$ cat src/rtl/vga_timing_ctrl.sv
// vga_timing_ctrl: 640x480@60 raster generator for the pixel draw path.
// Presents the current coordinate to the draw block. Takes its RGB565 answer
// DRAW_LATENCY cycles later and drives HS/VS/BLANK delayed so they line up
// with that colour at the DAC.
module vga_timing_ctrl #(
    parameter int   H_ACTIVE     = 640,
    parameter int   H_FP         = 16,
    parameter int   H_SYNC       = 96,
    parameter int   H_BP         = 48,
    parameter int   V_ACTIVE     = 480,
    parameter int   V_FP         = 10,
    parameter int   V_SYNC       = 2,
    parameter int   V_BP         = 33,
    parameter int   DRAW_LATENCY = 2,
    parameter logic SYNC_POL     = 1'b0
) (
    input  logic        iVGA_CLK,
    input  logic        iReset_n,
    input  logic [15:0] iRGB,
    output logic [9:0]  ovga_x,
    output logic [9:0]  ovga_y,
    output logic        oActive,
    output logic        oFrame_start,
    output logic        oVGA_HS,
    output logic        oVGA_VS,
    output logic        oVGA_BLANK_n,
    output logic        oVGA_SYNC_n,
    output logic [7:0]  oVGA_R,
    output logic [7:0]  oVGA_G,
    output logic [7:0]  oVGA_B
);

    localparam int H_TOTAL = H_ACTIVE + H_FP + H_SYNC + H_BP;
    localparam int V_TOTAL = V_ACTIVE + V_FP + V_SYNC + V_BP;

    localparam logic [9:0] H_LAST   = 10'(H_TOTAL - 1);
    localparam logic [9:0] V_LAST   = 10'(V_TOTAL - 1);
    localparam logic [9:0] H_VIS    = 10'(H_ACTIVE);
    localparam logic [9:0] V_VIS    = 10'(V_ACTIVE);
    localparam logic [9:0] HS_FIRST = 10'(H_ACTIVE + H_FP);
    localparam logic [9:0] HS_LAST  = 10'(H_ACTIVE + H_FP + H_SYNC - 1);
    localparam logic [9:0] VS_FIRST = 10'(V_ACTIVE + V_FP);
    localparam logic [9:0] VS_LAST  = 10'(V_ACTIVE + V_FP + V_SYNC - 1);

    // Pipeline word {hs, vs, active}; idle = syncs deasserted, not visible
    localparam logic [2:0] L_IDLE = {~SYNC_POL, ~SYNC_POL, 1'b0};

    logic [9:0] r_h_cnt;
    logic [9:0] r_v_cnt;
    logic       w_hs_raw;
    logic       w_vs_raw;
    logic [2:0] w_raw;
    logic [2:0] w_dly;

    logic       r_hs;
    logic       r_vs;
    logic       r_blank_n;
    logic [7:0] r_r;
    logic [7:0] r_g;
    logic [7:0] r_b;

    // Raster counters: h wraps every line, v steps on the h wrap
    always_ff @(posedge iVGA_CLK or negedge iReset_n) begin
        if (!iReset_n) begin
            r_h_cnt <= '0;
            r_v_cnt <= '0;
        end else if (r_h_cnt == H_LAST) begin
            r_h_cnt <= '0;
            r_v_cnt <= (r_v_cnt == V_LAST) ? '0 : r_v_cnt + 10'd1;
        end else begin
            r_h_cnt <= r_h_cnt + 10'd1;
        end
    end

    assign ovga_x       = r_h_cnt;
    assign ovga_y       = r_v_cnt;
    assign oActive      = (r_h_cnt < H_VIS) && (r_v_cnt < V_VIS);
    assign oFrame_start = (r_h_cnt == '0) && (r_v_cnt == '0);

    assign w_hs_raw = ((r_h_cnt >= HS_FIRST) && (r_h_cnt <= HS_LAST)) ? SYNC_POL : ~SYNC_POL;
    assign w_vs_raw = ((r_v_cnt >= VS_FIRST) && (r_v_cnt <= VS_LAST)) ? SYNC_POL : ~SYNC_POL;
    assign w_raw    = {w_hs_raw, w_vs_raw, oActive};

    generate
        if (DRAW_LATENCY == 0) begin : g_nodly
            // Combinational draw path: output register samples the live timing
            assign w_dly = w_raw;
        end else begin : g_dly
            logic [DRAW_LATENCY-1:0][2:0] r_pipe;

            // Timing shift register matching the draw block's latency
            always_ff @(posedge iVGA_CLK or negedge iReset_n) begin
                if (!iReset_n) begin
                    r_pipe <= {DRAW_LATENCY{L_IDLE}};
                end else begin
                    r_pipe[0] <= w_raw;
                    for (int k = 1; k < DRAW_LATENCY; k++) begin
                        r_pipe[k] <= r_pipe[k-1];
                    end
                end
            end

            assign w_dly = r_pipe[DRAW_LATENCY-1];
        end
    endgenerate

    // Output register: syncs, blank and expanded colour captured together
    always_ff @(posedge iVGA_CLK or negedge iReset_n) begin
        if (!iReset_n) begin
            r_hs      <= ~SYNC_POL;
            r_vs      <= ~SYNC_POL;
            r_blank_n <= 1'b0;
            r_r       <= '0;
            r_g       <= '0;
            r_b       <= '0;
        end else begin
            r_hs      <= w_dly[2];
            r_vs      <= w_dly[1];
            r_blank_n <= w_dly[0];
            if (w_dly[0]) begin
                // MSB replication so full-scale 5/6-bit maps to 8'hFF
                r_r <= {iRGB[15:11], iRGB[15:13]};
                r_g <= {iRGB[10:5],  iRGB[10:9]};
                r_b <= {iRGB[4:0],   iRGB[4:2]};
            end else begin
                r_r <= '0;
                r_g <= '0;
                r_b <= '0;
            end
        end
    end

    assign oVGA_HS      = r_hs;
    assign oVGA_VS      = r_vs;
    assign oVGA_BLANK_n = r_blank_n;
    assign oVGA_SYNC_n  = 1'b0;
    assign oVGA_R       = r_r;
    assign oVGA_G       = r_g;
    assign oVGA_B       = r_b;

endmodule

$ cat config.mk
export PLATFORM = sky130hd
export DESIGN_NAME = vga_timing_ctrl
export DESIGN_NICKNAME = d
export VERILOG_FILES = /design/src/rtl/vga_timing_ctrl.sv
export SDC_FILE = /design/constraint.sdc
export NUM_CORES = 1
export LEC_CHECK = 0
export ABC_CLOCK_PERIOD_IN_PS = 2000
export CORE_MARGIN = 2
export CORE_UTILIZATION = 40
export DETAILED_ROUTE_END_ITERATION = 16
export HOLD_SLACK_MARGIN = 0.06
export PLACE_DENSITY = 0.75
export SLEW_MARGIN = 25
export SYNTH_ARGS = -nofsm -noshare
export SYNTH_HDL_FRONTEND = slang
export SYNTH_SLANG_ARGS = --single-unit
$ cat constraint.sdc
create_clock -name iVGA_CLK -period 2 [get_ports iVGA_CLK]
set_clock_uncertainty 0.1 [all_clocks]
set_input_delay 0.6 -clock iVGA_CLK [delete_from_list [all_inputs] [get_ports iVGA_CLK]]
set_output_delay 0.6 -clock iVGA_CLK [all_outputs]
set_load 0.02 [all_outputs]
Yosys cells after proc, flatten, opt, wreduce, memory -nomap -nowiden. Cells that the tools add are included.

Bits in registers: 53. Input port bits: 18. Output and inout port bits: 50. Logic and storage cells: 33.

Add/sub/neg operators: 2. Order comparisons: 6. Equal/unequal tests: 2. Muxes and demuxes: 7. Reductions and logical operators: 6.

Operators by type and width (number): two-way mux 8 bit (3); adder 10 x 1 -> 10 bit, second input constant (2); equality test 10 bit, second input constant (2); logical NOT 10 bit (2); two-way mux 10 bit (2); >= comparator 10 bit, second input constant (1); >= comparator 10 x 9 -> 1 bit, second input constant (1); <= comparator 10 bit, second input constant (1); <= comparator 10 x 9 -> 1 bit, second input constant (1); < comparator 10 bit, second input constant (1); < comparator 10 x 9 -> 1 bit, second input constant (1); logical AND 1 bit (4); two-way mux 1 bit (2).

Longest topological paths before layout. Gate-level depths: netlist of the first run.

Depth in word-level cells: 3. Gate-level depth with buffers: 6. Mapped depth without buffers: 5.

Least setup slack after synthesis of the first run. Ideal clock, no wire load.

Path type: reg2out. From: register r_v_cnt[7], in the netlist ovga_y[7]. To: output port oFrame_start. Data arrival time: 1.499 ns. Setup slack: -0.199 ns. Cell stages (with the launch flop): 4. Buffers on the path: 0. Cells stage by stage: dfrtp_1 > or4_4 > nor3b_1 > and4_1.

Longest elaborated chain between the ends: 2.

RTL lines: from (decl) (line 49) `logic [9:0] r_v_cnt;`; from (signal assigned) (line 69) `r_v_cnt <= (r_v_cnt == V_LAST) ? '0 : r_v_cnt + 10'd1;`; logical NOT 10 bit (line 78) `assign oFrame_start = (r_h_cnt == '0) && (r_v_cnt == '0);`; logical AND 1 bit (line 78); to (decl) (line 23) `output logic oFrame_start,`.

No other way between the ends.

Worst setup path in the final report of the first run. Same ends and word-level chain as after synthesis.

==> results of run 1 <==
layer usage:
metal	global-route usage	vias up	share of wire
met5	0	-	0
met4	0.03636	0	0.0053
met3	0.04527	5	0.071
met2	0.2798	55	0.48
met1	0.2216	739	0.44
li1	-	742	-
cells by family (layout without fill, tap and decap cells):
kind of cell,count (synthesis),in the layout,synth area share
buf+inv,20,114,0.05806
flops,45,45,0.5845
simple gates,66,66,0.2110
compound gates,16,16,0.05613
other cells,1,1,0.001934
mux,3,3,0.01742
fa+ha+maj,4,4,0.02581
xor+xnor,10,10,0.04516
repair_timing:
item,4_1_cts,5_1_grt
setup buffers,2,2
pin swaps,4,5
resized for setup,37,10
endpoints found under the setup margin,26,15
hold endpoints to repair,7,0
hold buffers,1,0
final cells by class:
| cell class | instances | share of cell area |
|---|---|---|
| Clock buffer | 5 | 0.02288 |
| Multi-Input combinational cell | 100 | 0.2429 |
| Tap cell | 54 | 0.02246 |
| Inverter | 5 | 0.006240 |
| Timing Repair Buffer | 101 | 0.3057 |
| Sequential cell | 45 | 0.3781 |
| Clock inverter | 3 | 0.02163 |
power groups by stage:
stage               Clock (mW)  Sequential (mW)  Combinational [mW]
floorplan                    0            0.972              0.0369
global placement             0            0.949               0.149
detailed placement           0            0.950               0.151
CTS                      0.815            0.932               0.153
global route             0.842            0.934               0.162
finish                   0.789            0.931               0.150
critical path, stage by stage, from the launching register on:
cell	delay (ns)
dfrtp_2	0.41
or4_4	0.52
nor3b_2	0.19
and4_4	0.23
buf_6	0.11
cell usage in the layout (no fill, tap or decap), types with 5 or more instances in the layout:
| cell type | netlist | layout |
|---|---|---|
| clkdlybuf4s50_1 | 0 | 38 |
| dfrtp_1 | 39 | 36 |
| buf_4 | 9 | 32 |
| dlygate4sd2_1 | 0 | 22 |
| and2_1 | 20 | 19 |
| nand4_1 | 7 | 7 |
| nand2_1 | 7 | 7 |
| xnor2_1 | 7 | 7 |
| nand3_1 | 6 | 6 |
| dfstp_2 | 6 | 6 |
| inv_1 | 5 | 5 |
| nor2_1 | 6 | 5 |
| clkbuf_8 | 0 | 5 |
synth_stat cells, drive strengths merged (2+ instances only):
| master | n | area, sq um |
|---|---|---|
| inv | 5 | 18.77 |
| or4 | 2 | 18.77 |
| nand2 | 7 | 26.28 |
| o21ai | 3 | 15.01 |
| nand3 | 6 | 30.03 |
| nor2 | 6 | 22.52 |
| nor4b | 3 | 41.29 |
| buf | 12 | 82.57 |
| mux2 | 3 | 33.78 |
| and4 | 3 | 27.53 |
| nor3 | 3 | 15.01 |
| and3 | 6 | 38.79 |
| xor2 | 3 | 26.28 |
| xnor2 | 7 | 61.31 |
| a21oi | 4 | 20.02 |
| and2 | 20 | 125.1 |
| o31ai | 2 | 15.01 |
| clkbuf | 3 | 11.26 |
| nor4 | 2 | 12.51 |
| dfstp | 6 | 157.7 |
| nand4 | 7 | 43.79 |
| dfrtp | 39 | 975.9 |
| ha | 4 | 50.05 |
registers in the layout (all words and copies together), names as in the netlist:
| register | count |
|---|---|
| ovga_x | 10 |
| ovga_y | 10 |
| oVGA_G | 6 |
| oVGA_B | 5 |
| oVGA_R | 5 |
| g_dly.r_pipe | 3 |
| w_dly | 3 |
| oVGA_BLANK_n | 1 |
| oVGA_HS | 1 |
| oVGA_VS | 1 |
how the worst max path moves through the flow:
stage | slack [ns] | from | endpoint | depth (start not counted)
after CTS | -0.51 | ovga_y[6] | oFrame_start | 4
after detailed placement | -0.64 | ovga_y[7] | oFrame_start | 4
after global placement | -0.63 | ovga_y[7] | oFrame_start | 4
after global routing | -0.50 | ovga_y[7] | oFrame_start | 4
final | -0.45 | ovga_y[7] | oFrame_start | 4
after floorplan | -0.13 | ovga_y[7] | oFrame_start | 3
through the flow:
stage          area, sq um  setup TNS, ns
2_1_floorplan         1949        -0.1267
3_3_place_gp          2839         -1.032
3_5_place_dp          2839         -1.114
4_1_cts               2983         -1.014
5_1_grt               3008        -0.9376
6_report              3008        -0.5746
==> impl_summary.txt, run 1 <==
----------------------------------------------------
[Outcome]
  Result of the run ... finished with violations
  Violations in the final reports ... negative setup slack

[Synth]
  Post-synth cell types ... 37
  Seq/Total Area, Yosys ... 0.5845
  Number of enable-type register cells in the synthesized netlist ... 0
  Average cell area after synthesis ... 11.75 sq um
  Cell area after synthesis ... 0.001939 sq mm
  YS warnings ... 0
  Post-synth net total ... 187
  Proportion of synthesized flip-flops having asynchronous set or reset ... 1.000
  Number of instances in the synthesized netlist ... 165
  Flop and latch count out of synthesis ... 45
  Most used DFF post-synth ... dfrtp_1

[Die]
  Overall die area ... 0.005421 sq mm
  Number of core rows ... 25
  Die outline width ... 73.63 um
  Overall die height ... 73.63 um
  Effective utilization at floorplan ... 0.4133
  I/O pin cnt ... 68
  Area of the core ... 0.004692 sq mm

[Routing]
  Via total after detailed routing ... 1541
  Final wirelength ... 4.160 mm
  DRC ... 0
  Pre-Repair DR Iteration Count ... 4
  Number of nets still failing antenna checks after routing ... 0
  Vias per std cell ... 4.923
  Wire length per cell after detailed routing ... 13.29 um
  Drt first-iter violations ... 39

[Clocking]
  Clock Sinks ... 45
  Cts bufs inserted ... 5
  Root Driver ... clkbuf_8
  Number of levels in the clock H-tree ... 2
  Insertion delay to the later sink of the worst-skew pair ... 0.29 ns
  Clock Path Buffers ... 2
  Clock transition at path regs ... 0.08 ns
  CTS tree ... yes

[STA]
  Clock period minus worst slack ... 2.454 ns
  RSZ-0062 raised after global routing ... yes
  Final setup fails ... 3
  Final setup slack of the worst path ... -0.4540 ns
  Fin. Hold Viols ... 0
  Post-route clock period utilization ... 1.227
  Maximum operating frequency ... 407.5 MHz
  Hold slack final ... 0.2566 ns
  Pins Over Slew Limit ... 0

[Global routing]
  GR Util All Layers ... 0.1685
  Global-route wire length before repair ... 6.913 mm
  Pin count of the biggest net entering global routing ... 24
  Total congestion overflow ... 0
  Number of global-route vias before repair ... 1487
  Number of antenna violations at the first check in global routing ... 0

[Power and ir drop]
  IR Drop Worst-Case VDD ... 0.4212 mV
  Cell-internal power ... 1.504 mW
  Static leakage ... 1.430 nW
  Clock share of power ... 0.422
  Ratio of total power to cell area ... 621.8 mW/mm^2
  Final Power ... 1.870 mW
  Fraction of power spent switching nets ... 0.1957
  Net Switching ... 365.9 uW
  Sequential cell fraction of total power ... 0.498
  Combinational Power Share ... 0.080

[Setup path]
  Startpoint of the worst register-to-register path ... ovga_y[7]
  Worst Setup Path Type ... flop to output port
  Worst Path Arrival ... 1.75 ns
  Worst Path Required ... 1.30 ns
  Endpoint class of the critical path ... output port
  Endpoint of the worst register-to-register path ... ovga_y[2]
  Biggest fanout along the worst timing path ... 2
  Number of cells traversed by the worst register-to-register path ... 6
  Reg-to-reg slack, setup ... 0 ns
  Critical path startpoint category ... flop

[Layout]
  Final cell utilization of the core ... 0.6411
  Filler cell count ... 386
  Post-layout nets ... 280
  Count of antenna diodes in the layout ... 0
  Non-filler cells in the finished layout ... 313
  Fraction of final layout cells sized beyond drive strength 1 ... 0.2741
  Layout-stage area growth over the synthesis result ... 55.10%
  Combined area of the multi-input logic cells ... 730.7 sq um
  Footprint of the flip-flops and latches ... 0.001137 sq mm

[Worst hold path]
  Hold_sp ... g_dly.r_pipe[0]
  Cells on Worst Hold Path ... 0
  Class of the most critical hold timing path ... flop to flop
  End point of the worst hold path ... w_dly[0]

[Place]
  # placed instances ... 303
  Routability congestion estimate from global placement ... 0.8017
  Place WS ... -0.6390 ns
  Count of buffers from port buffering ... 66
  Detailed Place HPWL ... 3.153 mm

[Run]
  Max-Cap Viols ... 0

----------------------------------------------------
(Power assumes the default switching activity.)
==> inputs of run 2 (changes only) <==
- PLACE_DENSITY: 0.75 -> 0.83
==> run 2 against run 1 <==
Net effect: the run still ends with negative setup slack left; hold slack better by 0.0017 ns; first-iteration DRC count is 28% higher; maximum frequency is 1.3% lower; global-route usage is 0.49 points lower; sequential share of layout area hardly changed; combinational power hardly changed; die area stayed put; critical path depth stayed put; critical endpoint unchanged.
==> impl_summary.txt, run 2 (same netlist as run 1, synthesis figures left out) <==
----------------------------------------------------
[Power and ir drop]
  Static leakage ... 1.413 nW (-1.2%)
  IR Drop Worst-Case VDD ... 0.3345 mV (-21%)
  Ratio of total power to cell area ... 589.4 mW/mm^2 (-5.2%)
  Final Power ... 1.773 mW (-5.2%)

[Clocking]
  CTS tree ... yes
  Clock transition at path regs ... 0.08 ns (about the same)
  Insertion delay to the later sink of the worst-skew pair ... 0.29 ns (about the same)
  Number of levels in the clock H-tree ... 2 (unchanged)
  Root Driver ... clkbuf_8
  Clock Path Buffers ... 2 (unchanged)
  Cts bufs inserted ... 5 (unchanged)
  Clock Sinks ... 45 (unchanged)

[Global routing]
  GR Util All Layers ... 0.1636 (-0.004909)
  Total congestion overflow ... 0 (unchanged)
  Global-route wire length before repair ... 6.755 mm (-2.3%)
  Number of global-route vias before repair ... 1507 (+1.3%)
  Pin count of the biggest net entering global routing ... 23 (-4.2%)
  Number of antenna violations at the first check in global routing ... 0 (unchanged)

[Die]
  Die outline width ... 73.63 um (unchanged)
  I/O pin cnt ... 68 (unchanged)
  Effective utilization at floorplan ... 0.4133 (unchanged)
  Overall die area ... 0.005421 sq mm (unchanged)
  Area of the core ... 0.004692 sq mm (unchanged)
  Number of core rows ... 25 (unchanged)
  Overall die height ... 73.63 um (unchanged)

[Place]
  Place WS ... -0.6460 ns (-0.007049 ns)
  Placed inst area ... 0.002839 sq mm (unchanged)
  Count of buffers from port buffering ... 66 (unchanged)
  Routability congestion estimate from global placement ... 0.8336 (+4.0%)
  Detailed Place HPWL ... 3.141 mm (-0.40%)

[Setup path]
  Worst Path Required ... 1.30 ns (about the same)
  Critical path startpoint category ... flop
  Cell depth of the worst setup path ... 4 (unchanged)
  Endpoint class of the critical path ... output port
  Crit path max-delay cell type ... or4_4
  Worst path cell trace ... or4_4 > nor3b_2 > and4_4 > buf_6
  Worst Path Arrival ... 1.79 ns (+0.04 ns)
  WP buf/inv ... 1 (unchanged)
  Biggest fanout along the worst timing path ... 2 (unchanged)
  Number of cells traversed by the worst register-to-register path ... 5 (-1)
  Largest stage delay on the critical path ... 0.54 ns (+0.02 ns)
  CP delay by family, top ... simple AND/OR/NAND/NOR gates
  Worst Setup Path Type ... flop to output port

[Layout]
  Commonest non-fill, non-tap cells in the layout ... clkdlybuf4s50_1 (40), dfrtp_1 (37), buf_4 (32)
  Final cell utilization of the core ... 0.6411 (unchanged)
  Cell area after layout ... 0.003008 sq mm (unchanged)
  Post-layout nets ... 282 (+0.71%)
  Most common cell after layout, fill and taps aside ... clkdlybuf4s50_1
  Fraction of final layout cells sized beyond drive strength 1 ... 0.2759 (+0.001731)
  Count of antenna diodes in the layout ... 0 (unchanged)
  Layout-stage area growth over the synthesis result ... 55.10% (unchanged)

[STA]
  Fin. Hold Viols ... 0 (unchanged)
  Final setup fails ... 6 (+3)
  Final setup slack of the worst path ... -0.4866 ns (-0.03256 ns)
  Pins Over Slew Limit ... 0 (unchanged)
  Maximum operating frequency ... 402.2 MHz (-1.3%)
  Post-route clock period utilization ... 1.243 (+0.01628)
  RSZ-0062 raised after global routing ... yes
  Clock period minus worst slack ... 2.487 ns (+0.03256 ns)
  Total negative slack ... -0.8121 ns (-0.2375 ns)

[Run]
  Max-Cap Viols ... 0 (unchanged)

[Outcome]
  Result of the run ... finished with violations
  Violations in the final reports ... negative setup slack

[Routing]
  Via total after detailed routing ... 1586 (+2.9%)
  Wire length per cell after detailed routing ... 13.38 um (+0.65%)
  Pre-Repair DR Iteration Count ... 4 (unchanged)
  Drt first-iter violations ... 50 (+28%)
  DRC ... 0 (unchanged)
  Number of nets still failing antenna checks after routing ... 0 (unchanged)
  Vias per std cell ... 5.035 (+2.3%)
  Final wirelength ... 4.214 mm (+1.3%)

[Worst hold path]
  Class of the most critical hold timing path ... flop to flop
  Cells on Worst Hold Path ... 0 (unchanged)

----------------------------------------------------
run 2: area by class of cell:
cell class | instances | area, sq um
Tap cell | 54 | 67.56
Inverter | 5 | 18.77
Sequential cell | 45 | 1136
Multi-Input combinational cell | 100 | 732.0
Clock buffer | 7 | 86.33
Timing Repair Buffer | 103 | 937.1
Fill cell | 382 | 1684
Clock inverter | 1 | 30.03
run 2: timing repair:
item                                    in CTS  in global routing
cloned                                       0                  0
endpoints found under the hold margin        3                  0
buffers inserted                             1                  4
pin swaps                                    1                  2
endpoints found under the setup margin      27                 12
hold buffers                                 1                  0
gates resized for setup                     41                  6
run 2: stage by stage:
stage                     cells  hold WS [ns]
after floorplan             165        0.2044
after global placement      303        0.2344
after detailed placement    303        0.2387
after CTS                   312        0.2588
after global routing        315        0.2638
final                       315        0.2583
run 2: final timing paths:
check,start,endpoint,slack (ns)
min in group asynchronous,iReset_n,oVGA_B[4],0.57
max,ovga_y[7],oFrame_start,-0.49
min reg2reg,w_dly[2],oVGA_HS,0.26
max reg2reg,ovga_y[7],ovga_y[0],-0.05
max in group asynchronous,iReset_n,oVGA_VS,0.71
min,w_dly[2],oVGA_HS,0.26
run 2: layer usage:
layer / global-route usage / share of wire / up-vias
met5: 0 / 0 / -
met4: 0.05455 / 0.011 / 0
met3: 0.03841 / 0.065 / 8
met2: 0.2758 / 0.51 / 67
met1: 0.2063 / 0.42 / 763
li1: - / - / 748
run 2: power breakdown:
group / total, mW / internal [mW] / switching (mW)
Sequential: 0.932 / 0.926 / 0.00554
Combinational: 0.150 / 0.0831 / 0.0673
Clock: 0.691 / 0.407 / 0.284
Total: 1.77 / 1.42 / 0.357
